### src/rtl/pc_gen_pkg.sv
// Shared definitions for the fetch PC generator and its fetch-target queue.
package pc_gen_pkg;

    localparam int unsigned PC_GEN_ADDR_W = 32;
    localparam logic [PC_GEN_ADDR_W-1:0] PC_GEN_RESET_PC = '0;

    // What the PC register does this cycle, highest-priority source wins.
    typedef enum logic [1:0] {
        PC_HOLD,
        PC_EX_REDIR,
        PC_ID_REDIR,
        PC_ACCEPT
    } pc_action_e;

    // FTQ entry layout is {pc, pred_pc, taken}: two addresses plus one flag.
    function automatic int unsigned ftq_entry_width(input int unsigned addr_w);
        return 2 * addr_w + 1;
    endfunction

endpackage

### src/rtl/pc_gen_ftq.sv
// Fetch-target queue: circular FIFO of issued PCs with flush and
// truncate-to-oldest-entry controls. Pointers wrap modulo FTQ_DEPTH;
// occupancy is tracked by a separate counter so full/empty are unambiguous.
module pc_gen_ftq
    import pc_gen_pkg::*;
#(
    parameter int unsigned ADDR_W    = PC_GEN_ADDR_W,
    parameter int unsigned FTQ_DEPTH = 4,
    parameter int unsigned CNT_W     = $clog2(FTQ_DEPTH + 1)
) (
    input  logic              clk,
    input  logic              rst,
    input  logic              en,
    input  logic              flush,
    input  logic              truncate,
    input  logic              push,
    input  logic [ADDR_W-1:0] push_pc,
    input  logic [ADDR_W-1:0] push_pred_pc,
    input  logic              push_taken,
    input  logic              pop,
    output logic [ADDR_W-1:0] head_pc,
    output logic [ADDR_W-1:0] head_pred_pc,
    output logic              head_taken,
    output logic [CNT_W-1:0]  count,
    output logic              empty,
    output logic              full
);

    localparam int unsigned PTR_W   = $clog2(FTQ_DEPTH);
    localparam int unsigned ENTRY_W = ftq_entry_width(ADDR_W);

    typedef struct packed {
        logic [ADDR_W-1:0] pc;
        logic [ADDR_W-1:0] pred_pc;
        logic              taken;
    } entry_t;

    logic [ENTRY_W-1:0] mem [FTQ_DEPTH];
    logic [PTR_W-1:0]   head;
    logic [PTR_W-1:0]   tail;
    logic [CNT_W-1:0]   count_q;
    logic               pop_ok;
    logic               push_ok;
    entry_t             head_entry;
    entry_t             push_entry;

    assign empty   = (count_q == '0);
    assign full    = (count_q == CNT_W'(FTQ_DEPTH));
    assign count   = count_q;
    assign pop_ok  = pop && !empty;
    assign push_ok = push && !full && !flush && !truncate;

    assign push_entry   = '{pc: push_pc, pred_pc: push_pred_pc, taken: push_taken};
    assign head_entry   = entry_t'(mem[head]);
    assign head_pc      = head_entry.pc;
    assign head_pred_pc = head_entry.pred_pc;
    assign head_taken   = head_entry.taken;

    // Pointer and occupancy update: flush beats truncate beats push/pop.
    always_ff @(posedge clk) begin
        if (rst) begin
            head    <= '0;
            tail    <= '0;
            count_q <= '0;
        end else if (en) begin
            if (flush) begin
                head    <= tail;
                count_q <= '0;
            end else if (truncate) begin
                // Keep only the oldest entry; a same-cycle pop then retires it.
                if (!empty) begin
                    tail <= head + PTR_W'(1);
                    if (pop) begin
                        head    <= head + PTR_W'(1);
                        count_q <= '0;
                    end else begin
                        count_q <= CNT_W'(1);
                    end
                end
            end else begin
                if (push_ok) begin
                    tail <= tail + PTR_W'(1);
                end
                if (pop_ok) begin
                    head <= head + PTR_W'(1);
                end
                if (push_ok && !pop_ok) begin
                    count_q <= count_q + CNT_W'(1);
                end else if (!push_ok && pop_ok) begin
                    count_q <= count_q - CNT_W'(1);
                end
            end
        end
    end

    // Entry storage; contents are don't-care until written so no reset.
    always_ff @(posedge clk) begin
        if (!rst && en && push_ok) begin
            mem[tail] <= push_entry;
        end
    end

endmodule

### src/rtl/pc_gen.sv
// Fetch PC generator: holds the fetch PC, offers it to IF with valid/ready,
// arbitrates EX over ID redirects, and records issued PCs in the FTQ.
// Optional statistics counters are enabled by defining PC_GEN_STATS_EN.
module pc_gen
    import pc_gen_pkg::*;
#(
    parameter int unsigned       ADDR_W    = PC_GEN_ADDR_W,
    parameter logic [ADDR_W-1:0] RESET_PC  = ADDR_W'(PC_GEN_RESET_PC),
    parameter int unsigned       FTQ_DEPTH = 4,
    parameter int unsigned       CNT_W     = $clog2(FTQ_DEPTH + 1)
) (
    input  logic              clk_in,
    input  logic              rst_in,
    input  logic              rdy_in,
    input  logic              ex_redirect_in,
    input  logic [ADDR_W-1:0] ex_target_in,
    input  logic              id_redirect_in,
    input  logic [ADDR_W-1:0] id_target_in,
    input  logic [ADDR_W-1:0] pred_next_pc_in,
    input  logic              pred_taken_in,
    output logic [ADDR_W-1:0] pc_out,
    output logic              pc_valid_out,
    input  logic              if_ready_in,
    output logic [ADDR_W-1:0] pred_next_pc_out,
    output logic              pred_taken_out,
    input  logic              ftq_pop_in,
    output logic [ADDR_W-1:0] ftq_head_pc_out,
    output logic [ADDR_W-1:0] ftq_head_pred_pc_out,
    output logic              ftq_head_taken_out,
    output logic [CNT_W-1:0]  ftq_count_out,
    output logic              ftq_empty_out
`ifdef PC_GEN_STATS_EN
    ,
    output logic [31:0]       ex_redirect_cnt_out,
    output logic [31:0]       id_redirect_cnt_out,
    output logic [31:0]       full_stall_cnt_out
`endif
);

    logic [ADDR_W-1:0] pc_q;
    logic [ADDR_W-1:0] pc_d;
    pc_action_e        action;
    logic              ftq_full;
    logic              accept;

    assign pc_out           = pc_q;
    assign pc_valid_out     = !ftq_full;
    assign pred_next_pc_out = pred_next_pc_in;
    assign pred_taken_out   = pred_taken_in;
    assign accept           = (action == PC_ACCEPT);

    // Pick this cycle's PC source by priority and form the next PC.
    always_comb begin
        action = PC_HOLD;
        pc_d   = pc_q;
        if (ex_redirect_in) begin
            action = PC_EX_REDIR;
            pc_d   = ex_target_in;
        end else if (id_redirect_in) begin
            action = PC_ID_REDIR;
            pc_d   = id_target_in;
        end else if (pc_valid_out && if_ready_in) begin
            action = PC_ACCEPT;
            pc_d   = pred_next_pc_in;
        end
    end

    // Fetch PC register; rdy_in low freezes it.
    always_ff @(posedge clk_in) begin
        if (rst_in) begin
            pc_q <= RESET_PC;
        end else if (rdy_in) begin
            pc_q <= pc_d;
        end
    end

    pc_gen_ftq #(
        .ADDR_W    (ADDR_W),
        .FTQ_DEPTH (FTQ_DEPTH),
        .CNT_W     (CNT_W)
    ) u_ftq (
        .clk          (clk_in),
        .rst          (rst_in),
        .en           (rdy_in),
        .flush        (action == PC_EX_REDIR),
        .truncate     (action == PC_ID_REDIR),
        .push         (accept),
        .push_pc      (pc_q),
        .push_pred_pc (pred_next_pc_in),
        .push_taken   (pred_taken_in),
        .pop          (ftq_pop_in),
        .head_pc      (ftq_head_pc_out),
        .head_pred_pc (ftq_head_pred_pc_out),
        .head_taken   (ftq_head_taken_out),
        .count        (ftq_count_out),
        .empty        (ftq_empty_out),
        .full         (ftq_full)
    );

`ifdef PC_GEN_STATS_EN
    // Saturating event counters for applied redirects and full-queue stalls.
    always_ff @(posedge clk_in) begin
        if (rst_in) begin
            ex_redirect_cnt_out <= '0;
            id_redirect_cnt_out <= '0;
            full_stall_cnt_out  <= '0;
        end else if (rdy_in) begin
            if (action == PC_EX_REDIR && ex_redirect_cnt_out != '1) begin
                ex_redirect_cnt_out <= ex_redirect_cnt_out + 32'd1;
            end
            if (action == PC_ID_REDIR && id_redirect_cnt_out != '1) begin
                id_redirect_cnt_out <= id_redirect_cnt_out + 32'd1;
            end
            if (ftq_full && if_ready_in && full_stall_cnt_out != '1) begin
                full_stall_cnt_out <= full_stall_cnt_out + 32'd1;
            end
        end
    end
`endif

endmodule

### config.mk
export PLATFORM = sky130hd
export DESIGN_NAME = pc_gen
export DESIGN_NICKNAME = d
export VERILOG_FILES = /design/src/rtl/pc_gen_pkg.sv /design/src/rtl/pc_gen_ftq.sv /design/src/rtl/pc_gen.sv
export SDC_FILE = /design/constraint.sdc
export NUM_CORES = 1
export LEC_CHECK = 0
export CORE_MARGIN = 2
export CORE_UTILIZATION = 52
export DETAILED_ROUTE_END_ITERATION = 6
export GPL_ROUTABILITY_DRIVEN = 0
export HOLD_SLACK_MARGIN = 0.05
export PLACE_DENSITY = 0.78
export SLEW_MARGIN = 20
export SYNTH_ARGS = -nofsm -noshare
export SYNTH_HDL_FRONTEND = slang
export SYNTH_HIERARCHICAL = 1
export SYNTH_SLANG_ARGS = --single-unit
export TNS_END_PERCENT = 100
### constraint.sdc
create_clock -name clk_in -period 5.4 [get_ports clk_in]
set_clock_uncertainty 0.2 [all_clocks]
set_input_delay 1.08 -clock clk_in [delete_from_list [all_inputs] [get_ports clk_in]]
set_output_delay 1.08 -clock clk_in [all_outputs]
set_load 0.02 [all_outputs]
* After elaboration in Yosys (flattened, before gate mapping)
Memory sizes are Yosys's and may differ from the RTL's. A register that Yosys moved wholly into a read port is not among the register bits.
Index checks and enable logic that the tools add are counted.
** Word-level totals
- Flip-flop bits (word level) :: 39
- Output and inout port bits :: 135
- Memories kept :: 1
- RAM bits :: 260
- Input port bits :: 104
- Logic and storage cells :: 66
- Bits in latches :: 0
- Memory bits (read-only) :: 0
** Operators by class
- Equality and inequality tests :: 7
- Reductions and logical operators :: 25
- Multipliers :: 0
- Shift-type cells :: 0
- Divide/modulo/power cells :: 0
- Multiplexer cells :: 24
- $add $sub $neg :: 4
- $lt $le $gt $ge :: 0
- Bitwise operators :: 1
** Memories
- u_ftq.mem :: words 4, width 65, read ports 1, clocked after memory_dff 1, wr ports 1, line pc_gen_ftq.sv:38 : logic [ENTRY_W-1:0] mem [FTQ_DEPTH];
** Operators with widths (count)
- two-way mux 32 bit :: 3
- two-way mux 2 bit :: 13
- two-way mux 3 bit :: 5
- logical AND 1 bit :: 9
- AND reduction 4 bit :: 2
- logical NOT 1 bit :: 7
- != test 3 x 2 -> 1 bit (second input constant) :: 2
- nonzero test 3 bit :: 2
- adder 2 x 1 -> 2 bit (second input constant) :: 2
- equality test 2 bit (second input constant) :: 2
- nonzero test 4 bit :: 1
- adder 3 x 1 -> 3 bit (second input constant) :: 1
- equality test 3 bit (second input constant) :: 1
- logical NOT 3 bit :: 1
- two-way mux 1 bit :: 3
- AND reduction 3 bit :: 1
- subtractor 3 x 1 -> 3 bit (second input constant) :: 1
- equality test 2 x 1 -> 1 bit (second input constant) :: 1
- != test 2 bit (second input constant) :: 1
- AND reduction 2 bit :: 1
- nonzero test 2 bit :: 1
- NOT 1 bit :: 1

* Longest topological paths before layout
Gate-level depths: netlist of the first run.
- Depth after elaboration :: 16
- Gate-level depth with buffers :: 12
- Gate-level depth less buffers :: 12

* Hierarchy
Netlist of the first run, hierarchy kept.
** By module, submodules not included
- pc_gen_ftq :: seq. area each 7987.7 sq um, cells each 416, area each 9969.6 sq um, instances 1
- pc_gen :: seq. area each 640.6 sq um, cells each 220, area each 2060.7 sq um, instances 1

* Least setup slack after synthesis of the first run
Ideal clock, no wire load.
- Path type :: input to register
- Start :: in ex_redirect_in
- End :: mem u_ftq/mem[1][0] (netlist bit), enable pin
- Path slack :: 1158 ps
- Path buffers :: 2
- Required time :: 4770 ps
- Stages :: 6
- Arrival time :: 3612 ps
- Library setup time :: 430 ps
- Cell sequence :: buf_4 -> buf_2 -> nor3_1 -> nand2_1 -> nor3_1 -> and2_1
** Between the ends
- Word-level cells in the longest chain between the ends :: 8
- Elaborated cells on any way between the ends :: 12
- Classes of those cells :: eq/ne: 3; mux: 3; reduce/logical: 6
** RTL lines
- start, declared :: line pc_gen.sv:15 : input logic ex_redirect_in,
- two-way mux 2 bit :: line pc_gen.sv:56 : if (ex_redirect_in) begin
- equality test 2 bit :: line pc_gen.sv:50 : assign accept = (action == PC_ACCEPT);
- via accept :: line pc_gen.sv:44 : logic accept;
- logical AND 1 bit (3 in series) :: line pc_gen_ftq.sv:51 : assign push_ok = push && !full && !flush && !truncate;
- logical AND 1 bit :: line pc_gen_ftq.sv:98 : if (!rst && en && push_ok) begin
- two-way mux 1 bit :: line pc_gen_ftq.sv:98
- two-way mux 1 bit (implied by the code) :: line pc_gen_ftq.sv:99 : mem[tail] <= push_entry;
- end, declared :: line pc_gen_ftq.sv:38
The timed path passes the listed nets, and every way through them passes these cells.

==> PnR_summary.wiki, run 1 <==
{| class="wikitable"
! Metric !! Value
|-
| Resized cells post-CTS || 0
|-
| Pre-CTS setup slack || 1.42 ns
|-
| Largest net degree at the start of global routing || 66
|-
| PD cells || 317 mW/mm²
|-
| Antenna violations before repair || 1
|-
| Die footprint || 0.0244 mm²
|-
| Width of the die || 156 µm
|-
| Synthesized Nets || 746
|-
| Post-detailed-routing wire length || 25700 µm
|-
| Core Footprint || 0.0227 mm²
|-
| Signed area change from the synthesized netlist to the final layout || 27.2%
|-
| Detailed-routing wirelength on met1 || 10000 µm
|-
| Die H || 156 µm
|-
| Number of max-slew violations in the final report || 0
|-
| CTS H-tree depth || 1
|-
| Warnings from Yosys || 6
|-
| Post-synthesis instance total || 636
|-
| Final setup slack of the worst path || 1.29 ns
|-
| Commonest non-fill, non-tap cell in the layout || edfxtp_1
|-
| Num rows || 55
|-
| HPWL after detailed placement || 16100 µm
|-
| Async set-or-reset flop fraction in the synthesized netlist || 0
|-
| Number of antenna-violating nets in the routed design || 0
|-
| CTS clock-pin slew for the worst setup and hold paths || 0.06 ns
|-
| Portion of the post-synthesis area used by sequential elements || 0.717
|-
| Most frequently used flop master after synthesis || edfxtp_1
|-
| Buffer depth of the longest clock path || 3
|-
| Endpoints failing setup || 0
|-
| Fmax || 243 MHz
|-
| Placed cells || 1095
|-
| Filler Cells Inserted || 1510
|-
| Mapped Avg Cell Area || 18.9 µm²
|-
| Minimum clock period || 4.11 ns
|-
| Wire length per cell after detailed routing || 22.4 µm
|-
| Final Hold Violating Endpoints || 0
|-
| Number of enable flip-flop cells after synthesis || 260
|-
| CTS tree || done
|-
| Via count || 6516
|-
| Number of violations of the max-capacitance limit || 0
|-
| Initial detailed-routing violation count || 429
|-
| Clk_lat worst skew || 0.52 ns
|-
| Buffering stage count on the worst path with inverters included || 2
|-
| Number of clock sinks || 301
|-
| Vias per Instance || 5.68
|-
| Leakage power summed over all cells || 4.97 nW
|-
| Largest voltage drop on the vdd net || 216 µV
|-
| Number of nets in the layout || 950
|-
| First-pass GRT wire length || 38600 µm
|-
| Count of distinct cell types in the synthesized netlist || 43
|-
| Total DRC errors in the routed layout || 0
|-
| Number of buffers inserted by port buffering || 238
|-
| Post-synthesis sequential element count || 301
|-
| Global-route total usage across every layer || 0.211
|-
| Endpoint type of the worst setup path || output port
|-
| Period utilisation layout || 0.761
|-
| Critical Path Max Stage Delay || 0.79 ns
|-
| Number of buffers created by CTS || 28
|-
| Actual transition at the worst max-transition pin || 1.12 ns
|-
| Non-filler instance count after layout || 1148
|-
| Initial core utilization || 0.530
|-
| Max layer used || met4
|-
| Cell at the slowest stage of the critical path || dfxtp_4
|-
| Area used by multi-input combinational logic || 0.00294 mm²
|-
| I/O pin count || 239
|-
| CTS root buf || clkbuf_16
|-
| Relative slew margins || 0.253
|-
| Total Power || 4.85 mW
|-
| CTS Hold Bufs || 0
|-
| Number of detailed-route iterations in the first pass || 5
|-
| Via count of the first global-routing pass || 6702
|-
| Arrival time at the worst endpoint || 2.83 ns
|-
| Biggest fanout along the worst timing path || 33
|-
| Metal2 WL || 13200 µm
|-
| Ordered list of cells on the worst path || buf_12 -> mux4_2 -> clkdlybuf4s50_1
|-
| Run status || finished, final reports clean
|-
| Worst hold path type || reg2reg
|-
| Most frequent cells in the layout || 260 x edfxtp_1, 236 x clkdlybuf4s50_1, 65 x mux4_2, 39 x dfxtp_1, 38 x nand2_1
|-
| Worst Hold Slack || 0.325 ns
|-
| Detailed route wirelength on metal3 || 1870 µm
|-
| Dominant delay contributor by cell family on the critical path || buffers and inverters
|-
| Layout cell share with drive strength beyond 1 || 0.188
|-
| Final total negative setup slack || 0 ns
|-
| CP required || 4.12 ns
|-
| Setup fix buffers added after clock tree synthesis || 0
|-
| RSZ-0062 raised after global routing || no
|-
| Kind of critical path || reg2out
|-
| Critical Path Start Type || flip-flop
|-
| Cell area after synthesis || 0.0120 mm²
|-
| Overflow after GRT || 0
|-
| FF+latch area || 0.00864 mm²
|}
## cell families (layout without fill, tap and decap cells)
group / after synthesis / count (layout) / synth area share
DFF: 301 / 301 / 0.717
muxes: 129 / 129 / 0.178
buffers and inverters: 78 / 304 / 0.0405
and+or+nand+nor: 62 / 62 / 0.0239
AOI/OAI and AO/OA: 58 / 58 / 0.0318
adders and majority gates: 6 / 6 / 0.00686
xor gates and xnor gates: 2 / 2 / 0.00146
other: 0 / 1 / 0
## registers in the layout (all words and copies together) (netlist names), named ones only
signal,count
u_ftq/mem,260
u_ftq/count,3
u_ftq/head,2
pc_out,32
u_ftq/tail,2
## synth_stat cells, types with 3 or more instances
library cell,number,share of area
clkbuf_1,7,0.0022
nand2_1,38,0.012
buf_4,42,0.026
inv_1,10,0.0031
buf_2,11,0.0046
and2_1,4,0.0021
buf_1,5,0.0016
ha_1,5,0.0052
edfxtp_1,260,0.65
buf_6,3,0.0028
nor2_1,4,0.0012
a21oi_1,7,0.0029
nor3_1,4,0.0017
mux2i_1,32,0.027
o21ai_0,7,0.0029
o22ai_1,32,0.017
nor2b_1,3,0.0016
mux2_2,32,0.030
dfxtp_1,41,0.068
mux4_2,65,0.12
## worst paths after layout
kind	startpoint	endpoint	slack [ns]	cells past startpoint
worst max-delay path	flip-flop	ftq_head_pc_out[19]	1.29	3
worst min-delay path	pc_out[30]$_SDFFE_PP0P_	u_ftq/mem[0][63]$_DFFE_PP_	0.33	0
worst max register to register	u_ftq/count[0]$_SDFFE_PP0P_	u_ftq/mem[1][63]$_DFFE_PP_	2.08	7
worst min register to register	pc_out[30]$_SDFFE_PP0P_	u_ftq/mem[0][63]$_DFFE_PP_	0.33	0
## stage by stage
stage / area, µm² / utilization
2_1_floorplan: 12000 / -
4_1_cts: 15300 / 0.674
3_5_place_dp: 14400 / 0.633
6_report: 15300 / 0.674
5_1_grt: 15300 / 0.674
3_3_place_gp: 14400 / 0.633
## routing by layer
| layer | vias to the layer above | track usage |
|---|---|---|
| met5 | - | 0 |
| met4 | 0 | 0.0564 |
| met3 | 41 | 0.0364 |
| met2 | 289 | 0.360 |
| met1 | 3266 | 0.283 |
| li1 | 2920 | - |
## where the power goes
group	internal, mW	switching, mW	total [mW]
logic	0.188	0.170	0.358
clock network	1.12	0.791	1.91
registers	2.55	0.0322	2.58
## cell type report
class | instances | area share
diodes | 1 | 0.000163
flip-flops and latches | 301 | 0.564
inverters | 10 | 0.00245
clock inverters | 11 | 0.00605
well taps | 285 | 0.0233
repair buffers | 242 | 0.158
multi-input cells | 257 | 0.192
clock buffers | 41 | 0.0543
Power figures use the tool's default switching activity.
==> run 2: changes to the inputs <==
- clock period: 5.4 -> 3.8 ns (I/O delays scaled with it)
==> run 2 against run 1 <==
Worst hold slack gained 0.0014 ns. Global-route usage grew 2.3 points. Largest power group unchanged. First-iteration DRC count grew 24%. Clock power grew 53%. Final cell count grew 1.4%.
==> PnR_summary.wiki, run 2 (synthesized netlist as in run 1, its figures left out) <==
{| class="wikitable"
! Metric !! Value
|-
| Run status || finished, final reports clean (unchanged)
|-
| Number of max-slew violations in the final report || 0 (unchanged)
|-
| Actual transition at the worst max-transition pin || 0.744 ns (was 1.12 ns)
|-
| Depth of the most critical reg-to-reg path || 12 (was 7)
|-
| Number of clock sinks || 301 (unchanged)
|-
| Setup fix buffers added after clock tree synthesis || 0 (unchanged)
|-
| Number of buffers inserted by port buffering || 238 (unchanged)
|-
| Reg2reg start || u_ftq/count[2]$_SDFFE_PP0P_ (was u_ftq/count[0]$_SDFFE_PP0P_)
|-
| Internal reg-to-reg setup slack || 0.67 ns (was 2.08 ns)
|-
| CTS clock-pin slew for the worst setup and hold paths || 0.06 ns (about the same)
|-
| Met2 Track Usage GR || 0.401 (was 0.360)
|-
| Die footprint || 0.0244 mm² (unchanged)
|-
| Resized cells post-CTS || 0 (unchanged)
|-
| Arrival time at the worst endpoint || 2.66 ns (was 2.83 ns)
|-
| PD cells || 456 mW/mm² (was 317 mW/mm²)
|-
| Number of flip-flops in the largest register || 260 (unchanged)
|-
| Most frequent cells in the layout || 260 x edfxtp_1, 236 x clkdlybuf4s50_1, 65 x mux4_2, 39 x dfxtp_1, 38 x nand2_1 (unchanged)
|-
| First-pass GRT wire length || 42100 µm (was 38600 µm)
|-
| Largest net degree at the start of global routing || 36 (was 66)
|-
| Number of detailed-route iterations in the first pass || 5 (unchanged)
|-
| Hold Path Sink || u_ftq/mem[3][61]$_DFFE_PP_ (was u_ftq/mem[0][63]$_DFFE_PP_)
|-
| Buffer depth of the longest clock path || 3 (unchanged)
|-
| Number of violations of the max-capacitance limit || 0 (unchanged)
|-
| Endpoint type of the worst setup path || output port (unchanged)
|-
| Number of buffers created by CTS || 29 (was 28)
|-
| Biggest fanout along the worst timing path || 23 (was 33)
|-
| Cell at the slowest stage of the critical path || dfxtp_4 (unchanged)
|-
| Num rows || 55 (unchanged)
|-
| CTS Hold Bufs || 0 (unchanged)
|-
| CTS H-tree depth || 1 (unchanged)
|-
| Initial detailed-routing violation count || 532 (was 429)
|-
| Layout cell share with drive strength beyond 1 || 0.208 (was 0.188)
|-
| Antenna violations before repair || 0 (was 1)
|-
| Global-route total usage across every layer || 0.234 (was 0.211)
|-
| Worst Hold Slack || 0.327 ns (was 0.325 ns)
|-
| Final Hold Violating Endpoints || 0 (unchanged)
|-
| Period utilisation layout || 0.954
|-
| Total DRC errors in the routed layout || 0 (unchanged)
|-
| Fmax || 276 MHz
|-
| I/O pin count || 239 (unchanged)
|-
| HPWL after detailed placement || 18000 µm (was 16100 µm)
|-
| Largest voltage drop on the vdd net || 298 µV (was 216 µV)
|-
| Core Footprint || 0.0227 mm² (unchanged)
|-
| Kind of critical path || reg2out (unchanged)
|-
| CP required || 2.84 ns (was 4.12 ns)
|-
| Wire length per cell after detailed routing || 24.2 µm (was 22.4 µm)
|-
| RSZ-0062 raised after global routing || no (unchanged)
|-
| Met1 Usage GRT || 0.310 (was 0.283)
|-
| Via count of the first global-routing pass || 7033 (was 6702)
|-
| Final total negative setup slack || 0 ns (unchanged)
|-
| Commonest non-fill, non-tap cell in the layout || edfxtp_1 (unchanged)
|-
| Critical Path Max Stage Delay || 0.65 ns (was 0.79 ns)
|-
| CTS root buf || clkbuf_16 (unchanged)
|-
| Worst Hold Path Cells || 0 (unchanged)
|-
| Worst hold path type || reg2reg (unchanged)
|-
| Number of antenna-violating nets in the routed design || 0 (unchanged)
|-
| Most utilized layer in the global route result || met2 (unchanged)
|-
| Via count || 6717 (was 6516)
|-
| Worst reg2reg endpoint || u_ftq/count[2]$_SDFFE_PP0P_ (was u_ftq/mem[1][63]$_DFFE_PP_)
|-
| CTS tree || done (unchanged)
|-
| Number of nets in the layout || 966 (was 950)
|-
| Clk_lat worst skew || 0.54 ns (was 0.52 ns)
|-
| Register name with the most flops || u_ftq/mem (unchanged)
|-
| Width of the die || 156 µm (unchanged)
|-
| Overflow after GRT || 0 (unchanged)
|-
| Vias per Instance || 5.77 (was 5.68)
|-
| Minimum clock period || 3.62 ns
|-
| Launch instance of the worst min-delay path || pc_out[28]$_SDFFE_PP0P_ (was pc_out[30]$_SDFFE_PP0P_)
|-
| Count of antenna diodes in the layout || 0 (was 1)
|-
| Initial core utilization || 0.530 (unchanged)
|-
| Endpoints failing setup || 0 (unchanged)
|-
| Ordered list of cells on the worst path || buf_12 -> mux4_2 -> clkdlybuf4s50_1 (unchanged)
|-
| Die H || 156 µm (unchanged)
|-
| Leakage power summed over all cells || 5.10 nW (was 4.97 nW)
|-
| Met3 routing resource usage after global routing || 0.0472 (was 0.0364)
|-
| Relative slew margins || 0.503 (was 0.253)
|-
| Signed area change from the synthesized netlist to the final layout || 29.9% (was 27.2%)
|-
| Critical Path Start Type || flip-flop (unchanged)
|-
| Post-detailed-routing wire length || 28200 µm (was 25700 µm)
|}
## run 2: changes by cell type in the layout (fill, tap and decap cells not counted)
cell        previous run  this run
clkinv_4               3         1
diode_2                1         0
clkbuf_1               6         0
inv_6                  0         1
clkbuf_8               6         0
buf_4                  3         7
clkinvlp_4             1         6
bufinv_16              1         5
clkinv_1               1         3
clkinv_2               5         9
buf_12                 1        12
## run 2: stage by stage
stage                     cells  instance area, µm²   util  setup WS, ns  power, mW
final                      1164               15600  0.688         0.176       7.13
after detailed placement   1110               14600  0.644         0.383       4.26
after global placement     1110               14600  0.644         0.486       4.25
after floorplan             636               12000      -         0.582       3.98
after CTS                  1164               15600  0.688         0.118       7.18
after global routing       1164               15600  0.688       0.00952       7.35
## run 2: worst max path at each step
stage | to | slack [ns] | depth (start not counted)
after floorplan | u_ftq/mem[0][0]$_DFFE_PP_ | 0.58 | 6
after global placement | u_ftq/mem[3][37]$_DFFE_PP_ | 0.49 | 7
after global routing | ftq_head_pc_out[15] | 0.01 | 3
final | ftq_head_pc_out[15] | 0.18 | 3
after detailed placement | u_ftq/count[1]$_SDFFE_PP0P_ | 0.38 | 9
after CTS | ftq_head_pred_pc_out[23] | 0.12 | 3
## run 2: layout make-up
type,instances,area (µm²)
clock buffers,29,726
clock inverters,25,269
multi-input cells,257,2940
fillers,1438,7080
repair buffers,257,2670
flip-flops and latches,301,8640
inverters,10,37.5
well taps,285,357
## run 2: report_power, final
group / switching, mW / total [mW] / internal [mW] / leakage, nW
Combinational: 0.251 / 0.522 / 0.272 / 1.94
Clock: 1.19 / 2.93 / 1.74 / 0.477
Sequential: 0.0505 / 3.67 / 3.62 / 2.69
## run 2: critical path: cells and delay by family, from the launching register on
kind     cells  cell delay, ns
buf+inv      2            0.92
flops        1            0.65
mux          1            0.52
## run 2: layer usage
layer,vias to the layer above,part of all wire
met4,0,0.022
met2,293,0.50
met5,-,0
met1,3419,0.40
met3,41,0.072
li1,2964,-
==> run 3: changes to the inputs <==
- CAP_MARGIN: unset -> 30
- CORE_UTILIZATION: 52 -> 35
- PLACE_DENSITY: 0.78 -> 0.56
==> run 3 against run 2 <==
Worst hold slack improved by 0.0031 ns. Non-clock buffer count did not move. Global-route usage fell by 7.5 points. Flip-flop and latch count did not move. Final cell count rose by 14%. Count of clock-buffer cells in the layout rose by 9. Clock power rose by 3%. Register-to-register slack improved by 0.12 ns. Routed wire length rose by 2.5%. Die area rose by 47%. Critical endpoint is now ftq_head_pc_out[21]. Largest cell class unchanged.
==> PnR_summary.wiki, run 3 (synthesized netlist as in run 1, its figures left out) <==
{| class="wikitable"
! Metric !! Value
|-
| Final total negative setup slack || 0 ns (unchanged)
|-
| Num rows || 67 (was 55)
|-
| Depth of the most critical reg-to-reg path || 12 (unchanged)
|-
| Number of detailed-route iterations in the first pass || 4 (was 5)
|-
| I/O pin count || 239 (unchanged)
|-
| Clk_lat worst skew || 0.53 ns (was 0.54 ns)
|-
| Signed area change from the synthesized netlist to the final layout || 31.8% (was 29.9%)
|-
| Cell at the slowest stage of the critical path || mux4_2 (was dfxtp_4)
|-
| Run status || finished, final reports clean (unchanged)
|-
| First-pass GRT wire length || 42800 µm (was 42100 µm)
|-
| Critical Path Start Type || flip-flop (unchanged)
|-
| Endpoints failing setup || 0 (unchanged)
|-
| RSZ-0062 raised after global routing || no (unchanged)
|-
| Number of antenna-violating nets in the routed design || 0 (unchanged)
|-
| PD cells || 455 mW/mm² (was 456 mW/mm²)
|-
| Setup fix buffers added after clock tree synthesis || 0 (unchanged)
|-
| Wire length per cell after detailed routing || 21.7 µm (was 24.2 µm)
|-
| Dominant delay contributor by cell family on the critical path || buffers and inverters (unchanged)
|-
| Hold Path Sink || u_ftq/mem[0][63]$_DFFE_PP_ (was u_ftq/mem[3][61]$_DFFE_PP_)
|-
| Worst Hold Path Cells || 0 (unchanged)
|-
| Number of max-slew violations in the final report || 0 (unchanged)
|-
| Arrival time at the worst endpoint || 2.59 ns (was 2.66 ns)
|-
| Count of antenna diodes in the layout || 0 (unchanged)
|-
| Largest voltage drop on the vdd net || 321 µV (was 298 µV)
|-
| CTS clock-pin slew for the worst setup and hold paths || 0.06 ns (about the same)
|-
| Antenna violations before repair || 0 (unchanged)
|-
| Endpoint type of the worst setup path || output port (unchanged)
|-
| Number of flip-flops in the largest register || 260 (unchanged)
|-
| Die footprint || 0.0359 mm² (was 0.0244 mm²)
|-
| Via count || 6471 (was 6717)
|-
| HPWL after detailed placement || 18900 µm (was 18000 µm)
|-
| Actual transition at the worst max-transition pin || 0.648 ns (was 0.744 ns)
|-
| Initial detailed-routing violation count || 499 (was 532)
|-
| Commonest non-fill, non-tap cell in the layout || edfxtp_1 (unchanged)
|-
| Layout cell share with drive strength beyond 1 || 0.198 (was 0.208)
|-
| Reg2reg start || u_ftq/count[2]$_SDFFE_PP0P_ (unchanged)
|-
| Buffer depth of the longest clock path || 3 (unchanged)
|-
| Die H || 189 µm (was 156 µm)
|-
| Worst reg2reg endpoint || u_ftq/count[2]$_SDFFE_PP0P_ (unchanged)
|-
| Kind of critical path || reg2out (unchanged)
|-
| Pre-CTS setup slack || 0.410 ns (was 0.383 ns)
|-
| Leakage power summed over all cells || 5.13 nW (was 5.10 nW)
|-
| Worst Hold Slack || 0.330 ns (was 0.327 ns)
|-
| Period utilisation layout || 0.935 (was 0.954)
|-
| Internal reg-to-reg setup slack || 0.79 ns (was 0.67 ns)
|-
| Biggest fanout along the worst timing path || 29 (was 23)
|-
| Most frequent cells in the layout || 260 x edfxtp_1, 236 x clkdlybuf4s50_1, 65 x mux4_2, 39 x dfxtp_1, 38 x nand2_1 (unchanged)
|-
| Minimum clock period || 3.55 ns (was 3.62 ns)
|-
| Number of nets in the layout || 968 (was 966)
|-
| Number of buffers inserted by port buffering || 238 (unchanged)
|-
| Fmax || 281 MHz (was 276 MHz)
|-
| Global-route total usage across every layer || 0.159 (was 0.234)
|-
| Filler Cells Inserted || 2895 (was 1438)
|-
| Width of the die || 189 µm (was 156 µm)
|-
| Final Hold Violating Endpoints || 0 (unchanged)
|-
| Resized cells post-CTS || 0 (unchanged)
|-
| Total DRC errors in the routed layout || 0 (unchanged)
|-
| Critical Path Max Stage Delay || 0.59 ns (was 0.65 ns)
|-
| CTS H-tree depth || 1 (unchanged)
|-
| Via count of the first global-routing pass || 6771 (was 7033)
|-
| Overflow after GRT || 0 (unchanged)
|-
| Post-detailed-routing wire length || 28900 µm (was 28200 µm)
|-
| Ordered list of cells on the worst path || buf_12 -> mux4_2 -> clkdlybuf4s50_1 (unchanged)
|-
| Relative slew margins || 0.567 (was 0.503)
|-
| CP required || 2.84 ns (about the same)
|-
| Vias per Instance || 4.87 (was 5.77)
|-
| Buffering stage count on the worst path with inverters included || 2 (unchanged)
|-
| Util after Layout || 0.471 (was 0.688)
|-
| CTS root buf || clkbuf_16 (unchanged)
|-
| CTS tree || done (unchanged)
|-
| Register name with the most flops || u_ftq/mem (unchanged)
|-
| Launch instance of the worst min-delay path || pc_out[30]$_SDFFE_PP0P_ (was pc_out[28]$_SDFFE_PP0P_)
|-
| Number of violations of the max-capacitance limit || 0 (unchanged)
|-
| Final setup slack of the worst path || 0.246 ns (was 0.176 ns)
|-
| CTS Hold Bufs || 0 (unchanged)
|-
| Number of clock sinks || 301 (unchanged)
|-
| Largest net degree at the start of global routing || 40 (was 36)
|-
| Core Footprint || 0.0337 mm² (was 0.0227 mm²)
|-
| Number of buffers created by CTS || 31 (was 29)
|-
| Worst hold path type || reg2reg (unchanged)
|-
| Initial core utilization || 0.357 (was 0.530)
|}
[run 3: cell types whose count changed in the layout (fill, tap and decap cells not counted), sizes merged]
cell      before  now
clkinvlp       6    1
inv           11   10
clkbuf        29   38
[run 3: layout make-up]
class,instances,area [µm²],share of cell area
Timing Repair Buffer,257,2670,0.168
Clock buffer,38,812,0.0512
Multi-Input combinational cell,257,2940,0.185
Tap cell,448,561,0.0353
Clock inverter,19,213,0.0134
Sequential cell,301,8640,0.544
Inverter,10,37.5,0.00237
[run 3: worst max path at each step]
stage | end | slack [ns] | depth (start not counted) | startpoint
after floorplan | u_ftq/mem[0][0]$_DFFE_PP_ | 0.58 | 6 | ex_redirect_in
after global placement | u_ftq/mem[1][3]$_DFFE_PP_ | 0.47 | 7 | if_ready_in
after detailed placement | u_ftq/mem[1][2]$_DFFE_PP_ | 0.41 | 7 | if_ready_in
after CTS | ftq_head_pc_out[21] | 0.15 | 3 | flip-flop
after global routing | ftq_head_pc_out[31] | 0.1 | 3 | flip-flop
final | ftq_head_pc_out[21] | 0.25 | 3 | flip-flop
[run 3: power breakdown]
part	internal, mW	switching, mW	total [mW]
clock	1.84	1.18	3.02
combinational	0.272	0.247	0.519
sequential	3.62	0.0491	3.67
total	5.74	1.48	7.22
[run 3: through the flow]
| stage | area, µm² | instances | total power, mW |
|---|---|---|---|
| floorplan | 12000 | 636 | 3.98 |
| global placement | 14800 | 1273 | 4.27 |
| detailed placement | 14800 | 1273 | 4.27 |
| CTS | 15900 | 1330 | 7.30 |
| global route | 15900 | 1330 | 7.46 |
| finish | 15900 | 1330 | 7.22 |
[run 3: per-layer routing]
layer	GRT usage	part of all wire	vias to the layer above	routed length, µm
met4	0.0295	0.013	0	388
li1	-	-	2964	-
met1	0.223	0.44	3256	12800
met2	0.260	0.48	217	13700
met3	0.0310	0.067	34	1930
met5	0	0	-	0
[run 3: worst register-to-register path, cell delays in order (launching register included)]
cell and delay [ns]:
dfxtp_1 0.44, or3b_1 0.43, inv_1 0.11, nand2b_1 0.22, nor3_1 0.10, nand2_1 0.09
nor3_1 0.05, ha_1 0.25, fa_1 0.38, xnor2_1 0.15, o21ai_0 0.15, a21boi_0 0.10
o21ba_2 0.22
